[src/rtl/dm_arbiter.sv]
// Two-port arbiter in front of the single-ported data memory: one registered
// command per cycle, read data routed back to the issuing port two cycles after accept.
module dm_arbiter #(
  parameter int unsigned ADDR_W    = 10,
  parameter int unsigned DATA_W    = 16,
  parameter int unsigned PRIO_MODE = 0,
  parameter int unsigned MAX_WAIT  = 4
) (
  input  logic              clk,
  input  logic              rst_n,
  input  logic              p0_req,
  input  logic              p0_we,
  input  logic [ADDR_W-1:0] p0_addr,
  input  logic [DATA_W-1:0] p0_wdata,
  output logic              p0_gnt,
  output logic [DATA_W-1:0] p0_rdata,
  output logic              p0_rvalid,
  input  logic              p1_req,
  input  logic              p1_we,
  input  logic [ADDR_W-1:0] p1_addr,
  input  logic [DATA_W-1:0] p1_wdata,
  output logic              p1_gnt,
  output logic [DATA_W-1:0] p1_rdata,
  output logic              p1_rvalid,
  output logic [ADDR_W-1:0] dm_addr,
  output logic              dm_re,
  output logic              dm_we,
  output logic [DATA_W-1:0] dm_wdata,
  input  logic [DATA_W-1:0] dm_rd_data
);

  localparam int unsigned WAIT_W = 4;

  logic              last_q, last_d;
  logic [WAIT_W-1:0] wait_q, wait_d;
  logic              owner_q, owner_d;
  logic [ADDR_W-1:0] dm_addr_q, dm_addr_d;
  logic [DATA_W-1:0] dm_wdata_q, dm_wdata_d;
  logic              dm_re_q, dm_re_d;
  logic              dm_we_q, dm_we_d;
  logic [DATA_W-1:0] p0_rdata_q, p0_rdata_d;
  logic [DATA_W-1:0] p1_rdata_q, p1_rdata_d;
  logic              p0_rvalid_q, p0_rvalid_d;
  logic              p1_rvalid_q, p1_rvalid_d;

  logic              win_c;
  logic              accept_c;
  logic              sel_we_c;
  logic [ADDR_W-1:0] sel_addr_c;
  logic [DATA_W-1:0] sel_wdata_c;

  // Winner select: 0 = port 0, 1 = port 1.
  always_comb begin
    win_c = 1'b0;
    if (p0_req && p1_req) begin
      if (PRIO_MODE == 0) begin
        win_c = ~last_q;
      end else begin
        win_c = (wait_q == WAIT_W'(MAX_WAIT));
      end
    end else if (p1_req) begin
      win_c = 1'b1;
    end
  end

  assign p0_gnt      = rst_n & p0_req & ~win_c;
  assign p1_gnt      = rst_n & p1_req & win_c;
  assign accept_c    = p0_gnt | p1_gnt;
  assign sel_we_c    = win_c ? p1_we    : p0_we;
  assign sel_addr_c  = win_c ? p1_addr  : p0_addr;
  assign sel_wdata_c = win_c ? p1_wdata : p0_wdata;

  always_comb begin
    last_d      = last_q;
    wait_d      = wait_q;
    owner_d     = owner_q;
    dm_addr_d   = dm_addr_q;
    dm_wdata_d  = dm_wdata_q;
    dm_re_d     = 1'b0;
    dm_we_d     = 1'b0;
    p0_rdata_d  = p0_rdata_q;
    p1_rdata_d  = p1_rdata_q;
    p0_rvalid_d = 1'b0;
    p1_rvalid_d = 1'b0;

    if (accept_c) begin
      last_d     = win_c;
      owner_d    = win_c;
      dm_addr_d  = sel_addr_c;
      dm_wdata_d = sel_wdata_c;
      dm_re_d    = ~sel_we_c;
      dm_we_d    = sel_we_c;
    end

    // Starvation guard counts refused port-1 cycles, saturating at MAX_WAIT.
    if (PRIO_MODE == 0 || !p1_req || p1_gnt) begin
      wait_d = '0;
    end else if (wait_q < WAIT_W'(MAX_WAIT)) begin
      wait_d = wait_q + WAIT_W'(1);
    end

    // Read data arrives after the negedge of the dm_re cycle; steer it to the owner.
    if (dm_re_q) begin
      if (owner_q) begin
        p1_rdata_d  = dm_rd_data;
        p1_rvalid_d = 1'b1;
      end else begin
        p0_rdata_d  = dm_rd_data;
        p0_rvalid_d = 1'b1;
      end
    end
  end

  always_ff @(posedge clk or negedge rst_n) begin
    if (!rst_n) begin
      last_q      <= 1'b0;
      wait_q      <= '0;
      owner_q     <= 1'b0;
      dm_addr_q   <= '0;
      dm_wdata_q  <= '0;
      dm_re_q     <= 1'b0;
      dm_we_q     <= 1'b0;
      p0_rdata_q  <= '0;
      p1_rdata_q  <= '0;
      p0_rvalid_q <= 1'b0;
      p1_rvalid_q <= 1'b0;
    end else begin
      last_q      <= last_d;
      wait_q      <= wait_d;
      owner_q     <= owner_d;
      dm_addr_q   <= dm_addr_d;
      dm_wdata_q  <= dm_wdata_d;
      dm_re_q     <= dm_re_d;
      dm_we_q     <= dm_we_d;
      p0_rdata_q  <= p0_rdata_d;
      p1_rdata_q  <= p1_rdata_d;
      p0_rvalid_q <= p0_rvalid_d;
      p1_rvalid_q <= p1_rvalid_d;
    end
  end

  assign dm_addr   = dm_addr_q;
  assign dm_wdata  = dm_wdata_q;
  assign dm_re     = dm_re_q;
  assign dm_we     = dm_we_q;
  assign p0_rdata  = p0_rdata_q;
  assign p1_rdata  = p1_rdata_q;
  assign p0_rvalid = p0_rvalid_q;
  assign p1_rvalid = p1_rvalid_q;

endmodule

[config.mk]
export PLATFORM = sky130hd
export DESIGN_NAME = dm_arbiter
export DESIGN_NICKNAME = d
export VERILOG_FILES = /design/src/rtl/dm_arbiter.sv
export SDC_FILE = /design/constraint.sdc
export NUM_CORES = 1
export LEC_CHECK = 0
export BUFFER_PORTS_ARGS = -buffer_cell sky130_fd_sc_hd__buf_2
export CAP_MARGIN = 10
export CORE_MARGIN = 5
export CORE_UTILIZATION = 47
export CTS_BUF_LIST = sky130_fd_sc_hd__clkbuf_8
export DETAILED_ROUTE_END_ITERATION = 12
export GPL_TIMING_DRIVEN = 0
export PLACE_DENSITY = 0.86
export RECOVER_POWER = 100
export SETUP_SLACK_MARGIN = 0.15
export SLEW_MARGIN = 30
export SYNTH_ARGS = -nofsm -noshare
export SYNTH_HDL_FRONTEND = slang
export SYNTH_SLANG_ARGS = --single-unit
[constraint.sdc]
create_clock -name clk -period 1.5 [get_ports clk]
set_input_delay 0.225 -clock clk [delete_from_list [all_inputs] [get_ports clk]]
set_output_delay 0.225 -clock clk [all_outputs]
set_load 0.02 [all_outputs]
==> flow_summary.yaml <==
logic_synthesis:
  synth.ff_latch_count: 63
  netlist_area_sq_um: 2660
  yosysMostFrequentCell: "dfrtp_1"
  synth_fa_ha_area_frac: 0
  ys_seq_area_frac: 0.593
  ys_top_cells_by_area: "dfrtp_1 (59%), mux2_2 (9.3%), nand2_1 (7.8%)"
  synth-async-reset-ratio: 1.00
  synth_top_family_by_area: "multiplexers"
  yosysWarnings: 0
  synth-edff-count: 0
  synth_compound_area_frac: 0.0767
  ys.flop_type: "dfrtp_1"
  syn_avg_cell_area_sq_um: 11.7
  synth.distinct_cells: 21
  synth_top_area_cell: "dfrtp_1"
  netlist_instances: 228
  synth_top_area_share: 0.593
  synthesis.nets: 302
  synth-simple-area-share: 0.130
  muxShareOfSynthArea: 0.152
  synth_xor_area_frac: 0
  synth_common_cells: "dfrtp_1 (63), nand2_1 (55), nor2_1 (27)"
final_layout:
  diodes: 0
  fin_nets: 461
  fillers: 462
  drive_above_1_share: 0.390
  area_growth_pct: 40.6
timing:
  worst_pin_slew_ns: 0.342
  fin_setup_tns_ns: 0
  timing.slew.headroom: 0.772
  drv_slew: 0
  hold_viol_final: 63
  fmaxAchievable_ghz: 0.668
  finalCritPeriodShare: 0.997
  holdWs_ns: -0.219
  rsz0062_at_grt: "yes"
  fin_crit_ns: 1.50
  finalSetupViolCount: 0
  setup_ws_ns: 0.00390
  skew_ns: 0.00812
power_and_ir_drop:
  vdd_drop_max_mv: 0.842
  leakage_nw: 1.78
  power.density_nw_per_um2: 1530
routing:
  via_count: 2299
  avgViaCountPerCell: 4.95
  drt_iter0_drc: 50
  firstDrtPassIters: 4
  ant_nets: 0
  wl_per_cell_um: 15.4
  routed_wl_mm: 7.14
  drc: 0
grt:
  use_met2: 0.319
  grt_use_met1: 0.254
  antenna_found_initial: 0
  grt_use_met3: 0.0563
  grt_max_degree: 68
  grt_pass1_vias: 2336
  busiest_layer: "met2"
  grt_overflow: 0
  grt_usage: 0.200
  grt_pass1_wl_mm: 11.3
placement:
  gp_congestion: 0.802
  portBuffers: 137
  dpl.hpwl_mm: 5.20
  dp_slack_ns: -0.388
critical_path:
  r2r-start: "owner_q$_DFFE_PN0P_"
  crit_required_ns: 1.27
  ff2ff_path_depth: 5
  crit_family: "flip-flops"
  crit_arrival_ns: 1.27
  cpPeakStageDelay_ns: 0.42
  cpMaxStageDelayCell: "dfrtp_2"
  r2r_slack_ns: 0.01
  regToRegEndpoint: "p0_rdata[6]$_DFFE_PN0P_"
  path_cells: "a21boi_4 -> buf_6 -> and2_4 -> buf_6"
  crit_end: "p1_gnt"
  startpoint: "owner_q$_DFFE_PN0P_"
  cp_num_cells: 4
  cp-start-kind: "flop"
  cpMostUsedCell: "buf_6"
  endpoint_kind: "output pin"
  worst-setup-path-type: "reg2out"
  critical_path_peak_fanout: 4
  critPathBufInv: 2
clocking:
  cts_tree: "yes"
  cts_sinks: 63
  cts_buffers: 9
  clock_latency_ns: 0.33
  clk_path_buf_depth: 2
  cts_max_level: 3
  clk_pin_slew_worst_paths_ns: 0.07
  cts_root_buf: "clkbuf_8"
outcome:
  failed_checks: "negative hold slack"
  status: "finished, violations left"
die:
  ios: 138
  die-width_um: 85.2
  dieArea_sq_um: 7260
  core_sq_um: 5510
  die-height_um: 85.2
  rows: 27
  start_util: 0.483
run:
  cap_violations: 0
hold_path:
  holdCritPathClass: "in2async"
==> cells by family after synthesis <==
logic type,after synthesis
DFF,63
and+or+nand+nor,87
buffers and inverters,15
AOI/OAI and AO/OA,30
muxes,33
==> report_power, final <==
part | leakage, nW | switching (W) | internal (W) | total, W
sequential | 0.730 | 0.000256 | 0.00215 | 0.00241
combinational | 0.947 | 0.00115 | 0.000754 | 0.00190
clock | 0.100 | 0.000640 | 0.000754 | 0.00139
total | 1.78 | 0.00205 | 0.00366 | 0.00571
==> worst min-delay path by stage <==
stage,start,cells after the start,endpoint,slack (ns)
after CTS,rst_n,1,dm_wdata[7]$_DFFE_PN0P_,-0.11
after global routing,rst_n,1,p1_rdata[0]$_DFFE_PN0P_,-0.20
final,rst_n,1,dm_wdata[4]$_DFFE_PN0P_,-0.22
after detailed placement,rst_n,1,p0_rdata[15]$_DFFE_PN0P_,0.37
after global placement,dm_rd_data[9],2,p1_rdata[9]$_DFFE_PN0P_,0.46
after floorplan,rst_n,0,dm_addr[0]$_DFFE_PN0P_,-0.07
==> per-layer routing <==
metal	wire, um	share of wire
met1	3030	0.42
met2	3400	0.48
met3	573	0.080
met4	140	0.020
met5	0	0
==> sequential cells by signal, indices dropped and copies added, names as in the netlist <==
register / count
owner_q: 1
p0_rvalid: 1
dm_addr: 10
p0_rdata: 16
dm_re: 1
p1_rdata: 16
dm_wdata: 16
dm_we: 1
p1_rvalid: 1
==> through the flow <==
step | instance area [sq um] | total power (W) | util | instances
after floorplan | 2660 | 0.00359 | - | 228
after global placement | 3440 | 0.00428 | 0.624 | 437
after detailed placement | 3440 | 0.00437 | 0.625 | 437
after CTS | 3790 | 0.00584 | 0.689 | 463
after global routing | 3740 | 0.00603 | 0.679 | 464
final | 3740 | 0.00571 | 0.679 | 464
==> cell type report <==
| class | instances | area, sq um | share of cell area |
|---|---|---|---|
| Clock inverter | 7 | 65.1 | 0.0174 |
| Buffer | 14 | 124 | 0.0331 |
| Multi-Input combinational cell | 150 | 971 | 0.260 |
| Timing Repair Buffer | 148 | 782 | 0.209 |
| Clock buffer | 9 | 124 | 0.0331 |
| Tap cell | 72 | 90.1 | 0.0241 |
| Sequential cell | 63 | 1580 | 0.422 |
| Inverter | 1 | 3.75 | 0.00100 |
==> layout by cell type, fill, tap and decap left out <==
master,instances
buf_2,79
dfrtp_1,61
clkbuf_1,61
nand2_1,55
nor2_1,27
a31oi_1,26
mux2_2,22
mux2_4,9
clkbuf_8,9
buf_4,7
buf_6,5
buf_12,5
clkinv_2,3
buf_8,2
inv_1,2
clkbuf_2,2
dfrtp_2,2
a21boi_4,1
and2_4,1
nor2b_4,1
nand2_8,1
a21bo_1,1
mux2i_1,1
o21a_1,1
nor2b_1,1
and2_0,1
mux2_1,1
o21ai_0,1
clkinv_4,1
clkinvlp_4,1
bufinv_16,1
bufbuf_16,1
==> timing repair <==
item | CTS | global route
gates resized for setup | 10 | 8
pin swaps | 1 | 1
gates cloned | 1 | 0
setup buffers | 9 | 1
setup endpoints to repair | 39 | 55
hold endpoints to repair | 63 | 63
No activity file was read; power rests on OpenSTA's default activity.
